$ cat src/rtl/oserdes_word_feeder_if.sv
`default_nettype none
// ============================================================================
//  Module      : oserdes_word_feeder_if
//  Description : Byte-stream handshake, control and serializer-side signals
//                shared between the word feeder and whatever drives it.
//  Revision    : 1.0 - initial release
// ============================================================================
interface oserdes_word_feeder_if #(
    parameter int WIDTH      = 4,
    parameter int IN_WIDTH   = 8,
    parameter int FIFO_DEPTH = 4
);
    localparam int c_LEVEL_W = $clog2(FIFO_DEPTH) + 1;

    logic                 en;
    logic                 pll_lock;
    logic                 train;
    logic [IN_WIDTH-1:0]  din;
    logic                 din_valid;
    logic                 din_ready;
    logic [WIDTH-1:0]     d;
    logic                 load_word;
    logic                 underflow;
    logic [c_LEVEL_W-1:0] level;

    modport master (
        output en, pll_lock, train, din, din_valid,
        input  din_ready, d, load_word, underflow, level
    );

    modport slave (
        input  en, pll_lock, train, din, din_valid,
        output din_ready, d, load_word, underflow, level
    );
endinterface
`default_nettype wire

$ cat src/rtl/oserdes_word_feeder.sv
`default_nettype none
// ============================================================================
//  Module      : oserdes_word_feeder
//  Description : Buffers a byte stream, slices each byte LSB-first into
//                serializer words and strobes them out at a fixed cadence,
//                with PLL-lock gating, a training pattern and idle fill.
//  Revision    : 1.0 - initial release
// ============================================================================
module oserdes_word_feeder #(
    parameter int               WIDTH         = 4,
    parameter int               IN_WIDTH      = 8,
    parameter int               FIFO_DEPTH    = 4,
    parameter int               LOAD_INTERVAL = 1,
    parameter int               MIN_TRAIN     = 8,
    parameter logic [WIDTH-1:0] TRAIN_WORD    = WIDTH'(4'b0101),
    parameter logic [WIDTH-1:0] IDLE_WORD     = WIDTH'(4'b0000)
) (
    input  logic                   clk,
    input  logic                   rst_n,
    oserdes_word_feeder_if.slave   bus
);
    localparam int c_RATIO = IN_WIDTH / WIDTH;
    localparam int c_AW    = $clog2(FIFO_DEPTH);
    localparam int c_LW    = c_AW + 1;
    localparam int c_SW    = $clog2(c_RATIO) + 1;
    localparam int c_CW    = $clog2(MIN_TRAIN + 1);
    localparam int c_TW    = 5;
    localparam logic [c_TW-1:0] c_T_LAST = c_TW'(LOAD_INTERVAL - 1);

    typedef enum logic [1:0] {
        S_WAIT_LOCK = 2'd0,
        S_TRAIN     = 2'd1,
        S_RUN       = 2'd2
    } state_t;

    state_t                r_state;
    logic                  r_lock_meta;
    logic                  r_lock_sync;
    logic [c_TW-1:0]       r_timer;
    logic [c_CW-1:0]       r_train_cnt;
    logic [IN_WIDTH-1:0]   r_cur;
    logic [c_SW-1:0]       r_slices;
    logic [WIDTH-1:0]      r_d;
    logic                  r_load_word;
    logic                  r_underflow;
    logic [IN_WIDTH-1:0]   r_mem [FIFO_DEPTH];
    logic [c_AW-1:0]       r_wp;
    logic [c_AW-1:0]       r_rp;
    logic [c_LW-1:0]       r_level;

    logic w_stop;
    logic w_load;
    logic w_full;
    logic w_empty;
    logic w_ready;
    logic w_push;
    logic w_pop;
    logic w_run_load;
    logic w_run_to_train;
    logic w_train_to_run;
    logic w_enter_train;
    logic w_flush;

    // Loss of lock or enable overrides everything, including a load due this cycle
    assign w_stop         = !r_lock_sync || !bus.en;
    assign w_load         = (r_state != S_WAIT_LOCK) && !w_stop && (r_timer == c_T_LAST);
    assign w_full         = (r_level == c_LW'(FIFO_DEPTH));
    assign w_empty        = (r_level == '0);
    assign w_ready        = (r_state == S_RUN) && !w_full;
    assign w_push         = bus.din_valid && w_ready;
    assign w_run_load     = w_load && (r_state == S_RUN);
    assign w_pop          = w_run_load && (r_slices == '0) && !w_empty;
    assign w_run_to_train = w_run_load && bus.train;
    assign w_train_to_run = w_load && (r_state == S_TRAIN) && !bus.train
                            && (r_train_cnt >= c_CW'(MIN_TRAIN));
    assign w_enter_train  = ((r_state == S_WAIT_LOCK) && !w_stop) || w_run_to_train;
    assign w_flush        = w_stop || w_enter_train;

    assign bus.din_ready  = w_ready;
    assign bus.d          = r_d;
    assign bus.load_word  = r_load_word;
    assign bus.underflow  = r_underflow;
    assign bus.level      = r_level;

    // Two-flop synchronizer for the asynchronous PLL lock
    always_ff @(posedge clk or negedge rst_n) begin
        if (!rst_n) begin
            r_lock_meta <= 1'b0;
            r_lock_sync <= 1'b0;
        end else begin
            r_lock_meta <= bus.pll_lock;
            r_lock_sync <= r_lock_meta;
        end
    end

    // FIFO storage carries data only, so it needs no reset
    always_ff @(posedge clk) begin
        if (w_push) begin
            r_mem[r_wp] <= bus.din;
        end
    end

    // State machine, word timer, word slicer and FIFO pointers
    always_ff @(posedge clk or negedge rst_n) begin
        if (!rst_n) begin
            r_state     <= S_WAIT_LOCK;
            r_timer     <= '0;
            r_train_cnt <= '0;
            r_cur       <= '0;
            r_slices    <= '0;
            r_d         <= '0;
            r_load_word <= 1'b0;
            r_underflow <= 1'b0;
            r_wp        <= '0;
            r_rp        <= '0;
            r_level     <= '0;
        end else begin
            r_load_word <= w_load;

            if (w_stop) begin
                r_state <= S_WAIT_LOCK;
            end else begin
                case (r_state)
                    S_WAIT_LOCK: r_state <= S_TRAIN;
                    S_TRAIN:     if (w_train_to_run) r_state <= S_RUN;
                    S_RUN:       if (w_run_to_train) r_state <= S_TRAIN;
                    default:     r_state <= S_WAIT_LOCK;
                endcase
            end

            if (w_stop || (r_state == S_WAIT_LOCK) || (r_timer == c_T_LAST)) begin
                r_timer <= '0;
            end else begin
                r_timer <= r_timer + c_TW'(1);
            end

            if (w_load) begin
                if (r_state == S_TRAIN) begin
                    r_d <= TRAIN_WORD;
                    if (r_train_cnt < c_CW'(MIN_TRAIN)) begin
                        r_train_cnt <= r_train_cnt + c_CW'(1);
                    end
                end else if (r_slices != '0) begin
                    r_d      <= r_cur[WIDTH-1:0];
                    r_cur    <= r_cur >> WIDTH;
                    r_slices <= r_slices - c_SW'(1);
                end else if (!w_empty) begin
                    r_d      <= r_mem[r_rp][WIDTH-1:0];
                    r_cur    <= r_mem[r_rp] >> WIDTH;
                    r_slices <= c_SW'(c_RATIO - 1);
                end else begin
                    r_d         <= IDLE_WORD;
                    r_underflow <= 1'b1;
                end
            end

            // Flushing on WAIT_LOCK/TRAIN entry wins over anything loaded above
            if (w_flush) begin
                r_cur    <= '0;
                r_slices <= '0;
                r_wp     <= '0;
                r_rp     <= '0;
                r_level  <= '0;
            end else begin
                if (w_push) r_wp <= r_wp + c_AW'(1);
                if (w_pop)  r_rp <= r_rp + c_AW'(1);
                case ({w_push, w_pop})
                    2'b10:   r_level <= r_level + c_LW'(1);
                    2'b01:   r_level <= r_level - c_LW'(1);
                    default: r_level <= r_level;
                endcase
            end

            if (w_enter_train) begin
                r_train_cnt <= '0;
                r_underflow <= 1'b0;
            end
        end
    end
endmodule
`default_nettype wire

$ cat src/flat_wrapper.sv
// flat-port wrapper written by rule: the top's interface ports become plain ports
module oserdes_word_feeder_flat 
#(
    parameter int               WIDTH         = 4,
    parameter int               IN_WIDTH      = 8,
    parameter int               FIFO_DEPTH    = 4,
    parameter int               LOAD_INTERVAL = 1,
    parameter int               MIN_TRAIN     = 8,
    parameter logic [WIDTH-1:0] TRAIN_WORD    = WIDTH'(4'b0101),
    parameter logic [WIDTH-1:0] IDLE_WORD     = WIDTH'(4'b0000)
)
  (clk, rst_n, bus_en, bus_pll_lock, bus_train, bus_din, bus_din_valid, bus_din_ready, bus_d, bus_load_word, bus_underflow, bus_level);
  oserdes_word_feeder_if #(.WIDTH(WIDTH), .IN_WIDTH(IN_WIDTH), .FIFO_DEPTH(FIFO_DEPTH)) bus_i ();
  input  logic clk;
  input  logic rst_n;
  input wire logic [$bits(bus_i.en)-1:0] bus_en;
  input wire logic [$bits(bus_i.pll_lock)-1:0] bus_pll_lock;
  input wire logic [$bits(bus_i.train)-1:0] bus_train;
  input wire logic [$bits(bus_i.din)-1:0] bus_din;
  input wire logic [$bits(bus_i.din_valid)-1:0] bus_din_valid;
  output wire logic [$bits(bus_i.din_ready)-1:0] bus_din_ready;
  output wire logic [$bits(bus_i.d)-1:0] bus_d;
  output wire logic [$bits(bus_i.load_word)-1:0] bus_load_word;
  output wire logic [$bits(bus_i.underflow)-1:0] bus_underflow;
  output wire logic [$bits(bus_i.level)-1:0] bus_level;
  assign bus_i.en = bus_en;
  assign bus_i.pll_lock = bus_pll_lock;
  assign bus_i.train = bus_train;
  assign bus_i.din = bus_din;
  assign bus_i.din_valid = bus_din_valid;
  assign bus_din_ready = bus_i.din_ready;
  assign bus_d = bus_i.d;
  assign bus_load_word = bus_i.load_word;
  assign bus_underflow = bus_i.underflow;
  assign bus_level = bus_i.level;
  oserdes_word_feeder #(.WIDTH(WIDTH), .IN_WIDTH(IN_WIDTH), .FIFO_DEPTH(FIFO_DEPTH), .LOAD_INTERVAL(LOAD_INTERVAL), .MIN_TRAIN(MIN_TRAIN), .TRAIN_WORD(TRAIN_WORD), .IDLE_WORD(IDLE_WORD)) u_core (.clk(clk), .rst_n(rst_n), .bus(bus_i));
endmodule
$ cat config.mk
export PLATFORM = sky130hd
export DESIGN_NAME = oserdes_word_feeder_flat
export DESIGN_NICKNAME = d
export VERILOG_FILES = /design/src/rtl/oserdes_word_feeder_if.sv /design/src/rtl/oserdes_word_feeder.sv /design/src/flat_wrapper.sv
export SDC_FILE = /design/constraint.sdc
export NUM_CORES = 1
export LEC_CHECK = 0
export BUFFER_PORTS_ARGS = -buffer_cell sky130_fd_sc_hd__buf_2
export CAP_MARGIN = 25
export CORE_UTILIZATION = 25
export DETAILED_ROUTE_END_ITERATION = 10
export GPL_ROUTABILITY_DRIVEN = 0
export PLACE_DENSITY = 0.5
export SLEW_MARGIN = 10
export SYNTH_ARGS = -nofsm -noshare
export SYNTH_HDL_FRONTEND = slang
export SYNTH_SLANG_ARGS = --single-unit
export TNS_END_PERCENT = 50
$ cat constraint.sdc
create_clock -name clk -period 3 [get_ports clk]
set_input_delay 0.45 -clock clk [delete_from_list [all_inputs] [get_ports clk]]
set_output_delay 0.45 -clock clk [all_outputs]
set_load 0.1 [all_outputs]
==> summary.md, run 1 <==
| Metric | Value |
|---|---|
| Top achievable clock speed | `0.3765 GHz` |
| CTS tree | `done` |
| RSZ-0062 raised after global routing | `false` |
| Yosys reg bits | `64` |
| Main synth FF type | `edfxtp_1` |
| Reg2Reg Capture Point | `u_core.bus.level[2]` |
| Fillers | `1,106` |
| Crit path required time | `3.21 ns` |
| Area grow syn2layout | `20.55%` |
| Top Family by Delay on Critical Path | `simple AND/OR/NAND/NOR gates` |
| WL per Instance | `14.19 um` |
| Routed Antenna Nets | `0` |
| Sequential-to-total area share from yosys stat | `0.6208` |
| Grt total ovfl | `0` |
| Worst path arrival time | `2.87 ns` |
| Post_cts resized | `0` |
| Setup Skew | `0.004967 ns` |
| Fin worst setup slack | `0.3440 ns` |
| Crit-path cells | `inv_1 -> ha_1 -> or4b_4 -> nor4_4 -> ha_1 -> inv_1 -> fa_1 -> xor2_1 -> nor2_1 -> xnor2_1 -> nor2_1` |
| 1st-iter DRT viols | `67` |
| Launching point of the worst reg2reg path | `u_core.r_timer[0]` |
| CP max stage delay | `0.50 ns` |
| Rel. slew slack | `0.5194` |
| Clock period minus worst slack | `2.656 ns` |
| Hold/Removal Path Class | `in -> async` |
| Crit-path max FO | `4` |
| Clock Latency Late Sink | `0.33 ns` |
| DIE AREA | `0.01178 mm^2` |
| Vias per cell | `4.373` |
| Async set-reset flop share out of synthesis | `0.5000` |
| CP Capture Type | `flip-flop` |
| HPWL Detailed | `3804 um` |
| Syn Inst Count | `204` |
| Worst-Margin Slew | `0.7210 ns` |
| Antenna diodes | `0` |
| Vias | `1,666` |
| Slowest cell on crit path | `or4b_4` |
| Mapped cell area | `0.002838 mm^2` |
| Clk slew on worst S/H paths | `0.05 ns` |
| GR Util All Layers | `0.1058` |
| Largest net degree at the start of global routing | `33` |
| Final setup violation count | `0` |
| Sum Neg Setup Slack | `0 ns` |
| Pre-CTS setup slack | `0.3394 ns` |
| First-pass GRT wire length | `9163 um` |
| Remaining DRCs | `0` |
| Critical Setup Path Class | `reg -> reg` |
| Post-DP Area | `0.003126 mm^2` |
| Layout cells sized above 1 | `0.2448` |
| Clock Tree Root | `clkbuf_16` |
| Initial antenna violation count | `0` |
| Crit share post-route | `0.8853` |
| Max Cap Viol | `0` |
| PwrDens | `590.4 mW/mm^2` |
| Nets | `260` |
| Core box area | `0.01094 mm^2` |
| Post-layout util | `0.3128` |
| CP bufs+invs | `2` |
| Initial Util | `0.2595` |
| Startpoint types | `flip-flop` |
| Vias in the first global route | `1,748` |
| Hold Fails Final Rpt | `0` |
| Reg2Reg Depth | `11` |
| Final Slew Violations | `0` |
| R2R Setup Slk | `0.34 ns` |
| I/O Buffers | `23` |
| Synth warn | `0` |
| Hold_ws | `0.1804 ns` |
| Htree depth | `3` |
| Post-synth EDFFs | `32` |
| Net Count, Synth | `228` |
| Maximum VDD drop | `0.0002546 V` |
| Static leakage | `1.300 nW` |
| Drt total wl | `5407 um` |
| Max clock buf depth | `2` |
| Number of CTS-inserted buffers | `9` |
| DR pass1 iterations | `4` |
| Die outline width | `108.5 um` |
| Num Clock Sinks | `64` |
| Cell Rows | `38` |
| Post CTS Setup Buffer Count | `0` |
| Status | `completed` |
| Mapped Avg Cell Area | `13.91 um^2` |
| Synth unique cells | `46` |
| Io pins | `24` |
| Die height | `108.5 um` |
| # hold bufs at CTS | `0` |
| Design Area, Final | `0.003421 mm^2` |
## layout make-up
| cell class | instances | area, um^2 | area share |
|---|---|---|---|
| tap | 140 | 175.2 | 0.05121 |
| timing repair buffer | 27 | 145.1 | 0.04243 |
| clock buffer | 9 | 225.2 | 0.06584 |
| sequential | 64 | 1762 | 0.5150 |
| multi-input combinational | 122 | 998.5 | 0.2919 |
| inverter | 12 | 45.04 | 0.01317 |
| clock inverter | 7 | 70.07 | 0.02048 |
## per-stage QoR
stage | cells | power [mW]
finish | 381 | 2.020
global route | 381 | 2.089
CTS | 381 | 2.041
detailed placement | 365 | 1.016
global placement | 365 | 1.014
floorplan | 204 | 0.9846
## worst reg2reg max path, stage by stage, from the launching register on
cell,delay [ns]
dfrtp_1,0.40
inv_1,0.07
ha_1,0.16
or4b_4,0.50
nor4_4,0.33
ha_1,0.23
inv_1,0.06
fa_1,0.37
xor2_1,0.15
nor2_1,0.11
xnor2_1,0.12
nor2_1,0.05
## synthesized netlist by cell type, types with 2 or more instances
cell type	n	area share
and3_1	5	0.011
o211ai_1	2	0.0053
nor4_4	3	0.022
mux4_2	8	0.063
a31oi_1	2	0.0044
nor3_1	3	0.0053
nor2_1	31	0.041
xor2_1	5	0.015
mux2i_1	2	0.0071
nand2_1	9	0.012
edfxtp_1	32	0.34
o21ai_0	2	0.0035
a32oi_1	2	0.0062
xnor2_1	6	0.019
dfrtp_1	32	0.28
a21oi_1	3	0.0053
or3_1	2	0.0044
a22oi_1	4	0.011
inv_1	12	0.016
clkbuf_1	2	0.0026
nand3_1	3	0.0053
ha_1	9	0.040
buf_2	2	0.0035
## layer usage
| layer | wire, um | GRT usage | vias to the layer above | part of all wire |
|---|---|---|---|---|
| met3 | 149 | 0.03255 | 8 | 0.028 |
| met5 | 0 | 0 | - | 0 |
| met4 | 68 | 0.04054 | 0 | 0.013 |
| met1 | 2563 | 0.1334 | 828 | 0.47 |
| li1 | - | - | 805 | - |
| met2 | 2627 | 0.1695 | 25 | 0.49 |
## power breakdown
part           switching, mW  internal [mW]
sequential           0.00765          0.931
clock                  0.380          0.642
combinational         0.0429         0.0155
## layout by cell type (no fill, tap or decap), types with 2 or more instances in the layout
master,Yosys,routed
a21oi_1,3,3
a22oi_1,4,4
a31oi_1,2,2
a32oi_1,2,2
and3_1,5,5
buf_2,2,23
buf_4,0,4
clkbuf_16,0,9
clkinv_1,0,2
clkinvlp_4,0,2
dfrtp_1,32,32
edfxtp_1,32,32
ha_1,9,9
inv_1,12,12
inv_6,0,2
mux2i_1,2,2
mux4_2,8,8
nand2_1,9,9
nand3_1,3,3
nor2_1,31,31
nor3_1,3,3
nor4_4,3,3
o211ai_1,2,2
o21ai_0,2,2
or3_1,2,2
xnor2_1,6,6
xor2_1,5,5
## registers in the layout, indices dropped and copies added (netlist names)
register,flops
u_core.bus.d,4
u_core.r_state,2
u_core.r_lock_meta,1
u_core.r_lock_sync,1
u_core.bus.level,3
u_core.r_timer,5
u_core.r_train_cnt,4
u_core.r_slices,2
u_core.r_rp,2
u_core.r_cur,4
u_core.bus.load_word,1
u_core.bus.underflow,1
u_core.r_mem,32
u_core.r_wp,2
## worst max-delay path by stage
stage               cells past startpoint                start                   to  slack (ns)
floorplan                               9  u_core.bus.level[2]  u_core.bus.level[2]        0.23
global placement                       11    u_core.r_timer[0]  u_core.bus.level[2]        0.36
detailed placement                     11    u_core.r_timer[0]  u_core.bus.level[2]        0.34
CTS                                    11    u_core.r_timer[0]  u_core.bus.level[2]        0.31
global route                           11    u_core.r_timer[0]  u_core.bus.level[2]        0.12
finish                                 11    u_core.r_timer[0]  u_core.bus.level[2]        0.34
## kinds of logic after synthesis
| kind of cell | count (synthesis) | share of synthesized area |
|---|---|---|
| simple gates | 68 | 0.1415 |
| flops | 64 | 0.6208 |
| compound gates | 22 | 0.05512 |
| buf+inv | 18 | 0.02734 |
| xor+xnor | 11 | 0.03395 |
| mux | 11 | 0.07451 |
| fa+ha+maj | 10 | 0.04674 |
Note: power is estimated with default switching activity, not from simulation.
==> inputs of run 2 (changes only) <==
Settings changed: CTS_BUF_LIST set to sky130_fd_sc_hd__clkbuf_2.
==> run 2 against run 1 <==
  * Flip-flop and latch count stayed put
  * Worst setup slack worse by 0.0048 ns
  * Sequential power hardly changed
  * Non-clock buffer count is 2 higher
  * Via count is 0.96% lower
  * Power is 25% lower
  * Largest power group is now registers
  * Hold slack worse by 0.025 ns
  * Clock power is 49% lower
  * Utilization is 1.5 points lower
  * Global-route usage hardly changed
==> summary.md, run 2 (synthesis gave the netlist of run 1 again) <==
| Metric | Value |
|---|---|
| Status | `completed` |
| Layout cells sized above 1 | `0.2428` |
| DR pass1 iterations | `4` |
| DIE AREA | `0.01178 mm^2` |
| GR Util All Layers | `0.1062` |
| Worst-Margin Slew | `0.7241 ns` |
| Worst path arrival time | `3.05 ns` |
| Max Cap Viol | `0` |
| I/O Buffers | `23` |
| Final setup violation count | `0` |
| Top achievable clock speed | `0.3758 GHz` |
| Post-DP Area | `0.003126 mm^2` |
| WL per Instance | `14.01 um` |
| Startpoint types | `flip-flop` |
| Rel. slew slack | `0.5173` |
| Final Slew Violations | `0` |
| Remaining DRCs | `0` |
| Clock Tree Root | `clkbuf_2` |
| RSZ-0062 raised after global routing | `false` |
| Core box area | `0.01094 mm^2` |
| Hold Fails Final Rpt | `0` |
| Clock Latency Late Sink | `0.49 ns` |
| Antenna diodes | `0` |
| Design Area, Final | `0.003261 mm^2` |
| CTS tree | `done` |
| Largest net degree at the start of global routing | `33` |
| Initial Util | `0.2595` |
| Routed Antenna Nets | `0` |
| Htree depth | `3` |
| Critical Setup Path Class | `reg -> reg` |
| Grt total ovfl | `0` |
| Crit path required time | `3.39 ns` |
| Crit share post-route | `0.8869` |
| Num Clock Sinks | `64` |
| Non-Filler Instances | `383` |
| Clk slew on worst S/H paths | `0.20 ns` |
| 1st-iter DRT viols | `62` |
| Die height | `108.5 um` |
| HPWL Detailed | `3804 um` |
| Placed cell count | `365` |
| Setup Skew | `0.02811 ns` |
| Vias in the first global route | `1,753` |
| Die outline width | `108.5 um` |
| Initial antenna violation count | `0` |
| Most frequent cells in the layout | `dfrtp_1 (32), edfxtp_1 (32), nor2_1 (31), buf_2 (23), inv_1 (12)` |
| Number of flip-flops in the largest register | `32` |
| Sum Neg Setup Slack | `0 ns` |
| Number of CTS-inserted buffers | `9` |
| Vias per cell | `4.308` |
| Vias | `1,650` |
| Io pins | `24` |
| Hold/Removal Path Class | `in -> reg` |
| Max clock buf depth | `2` |
| Clock period minus worst slack | `2.661 ns` |
| Drt total wl | `5366 um` |
| PwrDens | `465.5 mW/mm^2` |
| Cell Rows | `38` |
| Biggest register | `u_core.r_mem` |
| First-pass GRT wire length | `9170 um` |
| CP Capture Type | `flip-flop` |
| Static leakage | `1.235 nW` |
| Area grow syn2layout | `14.90%` |
| Largest registers | `u_core.r_mem (32), u_core.r_timer (5)` |
| Maximum VDD drop | `0.0001779 V` |
| Post_cts resized | `0` |
| Nets | `262` |
| Crit-path max FO | `4` |
run 2: final timing paths:
kind / end / startpoint / cells past startpoint / slack, ns
max: u_core.bus.level[2] / u_core.r_timer[0] / 11 / 0.34
min reg2reg: u_core.r_lock_sync / u_core.r_lock_meta / 0 / 0.37
max in group asynchronous: u_core.r_cur[1] / rst_n / 2 / 2.00
max reg2reg: u_core.bus.level[2] / u_core.r_timer[0] / 11 / 0.34
min in group asynchronous: u_core.r_state[0] / rst_n / 2 / 0.53
min: u_core.r_mem[2][5] / bus_din[5] / 1 / 0.15
run 2: repair_timing:
action	4_1_cts	5_1_grt
setup buffers	0	0
endpoints found under the hold margin	29	0
hold buffers	2	0
run 2: worst max-delay path, cell delays in order (launching register included):
cell and delay (ns):
dfrtp_1 0.45, inv_1 0.07, ha_1 0.15, or4b_4 0.49
nor4_4 0.32, ha_1 0.23, inv_1 0.06, fa_1 0.37
xor2_1 0.15, nor2_1 0.11, xnor2_1 0.12, nor2_1 0.05
run 2: final cells by class:
class,count,area [um^2]
clock inverters,7,70.07
fillers,1128,7675
well taps,140,175.2
inverters,12,45.04
flip-flops and latches,64,1762
multi-input cells,122,998.5
clock buffers,9,45.04
repair buffers,29,165.2
run 2: per-stage QoR:
stage               hold WS (ns)  power, mW    util  worst slack [ns]
detailed placement        0.3373      1.016  0.2858            0.3394
finish                    0.1549      1.518  0.2982            0.3392
CTS                       0.1093      1.542  0.2982            0.2827
global placement          0.3327      1.014  0.2858            0.3642
global route             0.09047      1.585  0.2982           0.07864
floorplan                 0.1544     0.9846       -            0.2318
run 2: layer usage:
metal / GRT usage / vias to the layer above / routed length (um)
li1: - / 804 / -
met1: 0.1319 / 816 / 2586
met2: 0.1700 / 22 / 2549
met3: 0.03978 / 8 / 157
met4: 0.03475 / 0 / 72
met5: 0 / - / 0
run 2: where the power goes:
group	total [mW]	leakage [nW]	internal (mW)	switching, mW
Combinational	0.0603	0.453	0.0172	0.0431
Clock	0.520	0.0640	0.192	0.328
Sequential	0.938	0.718	0.930	0.00766
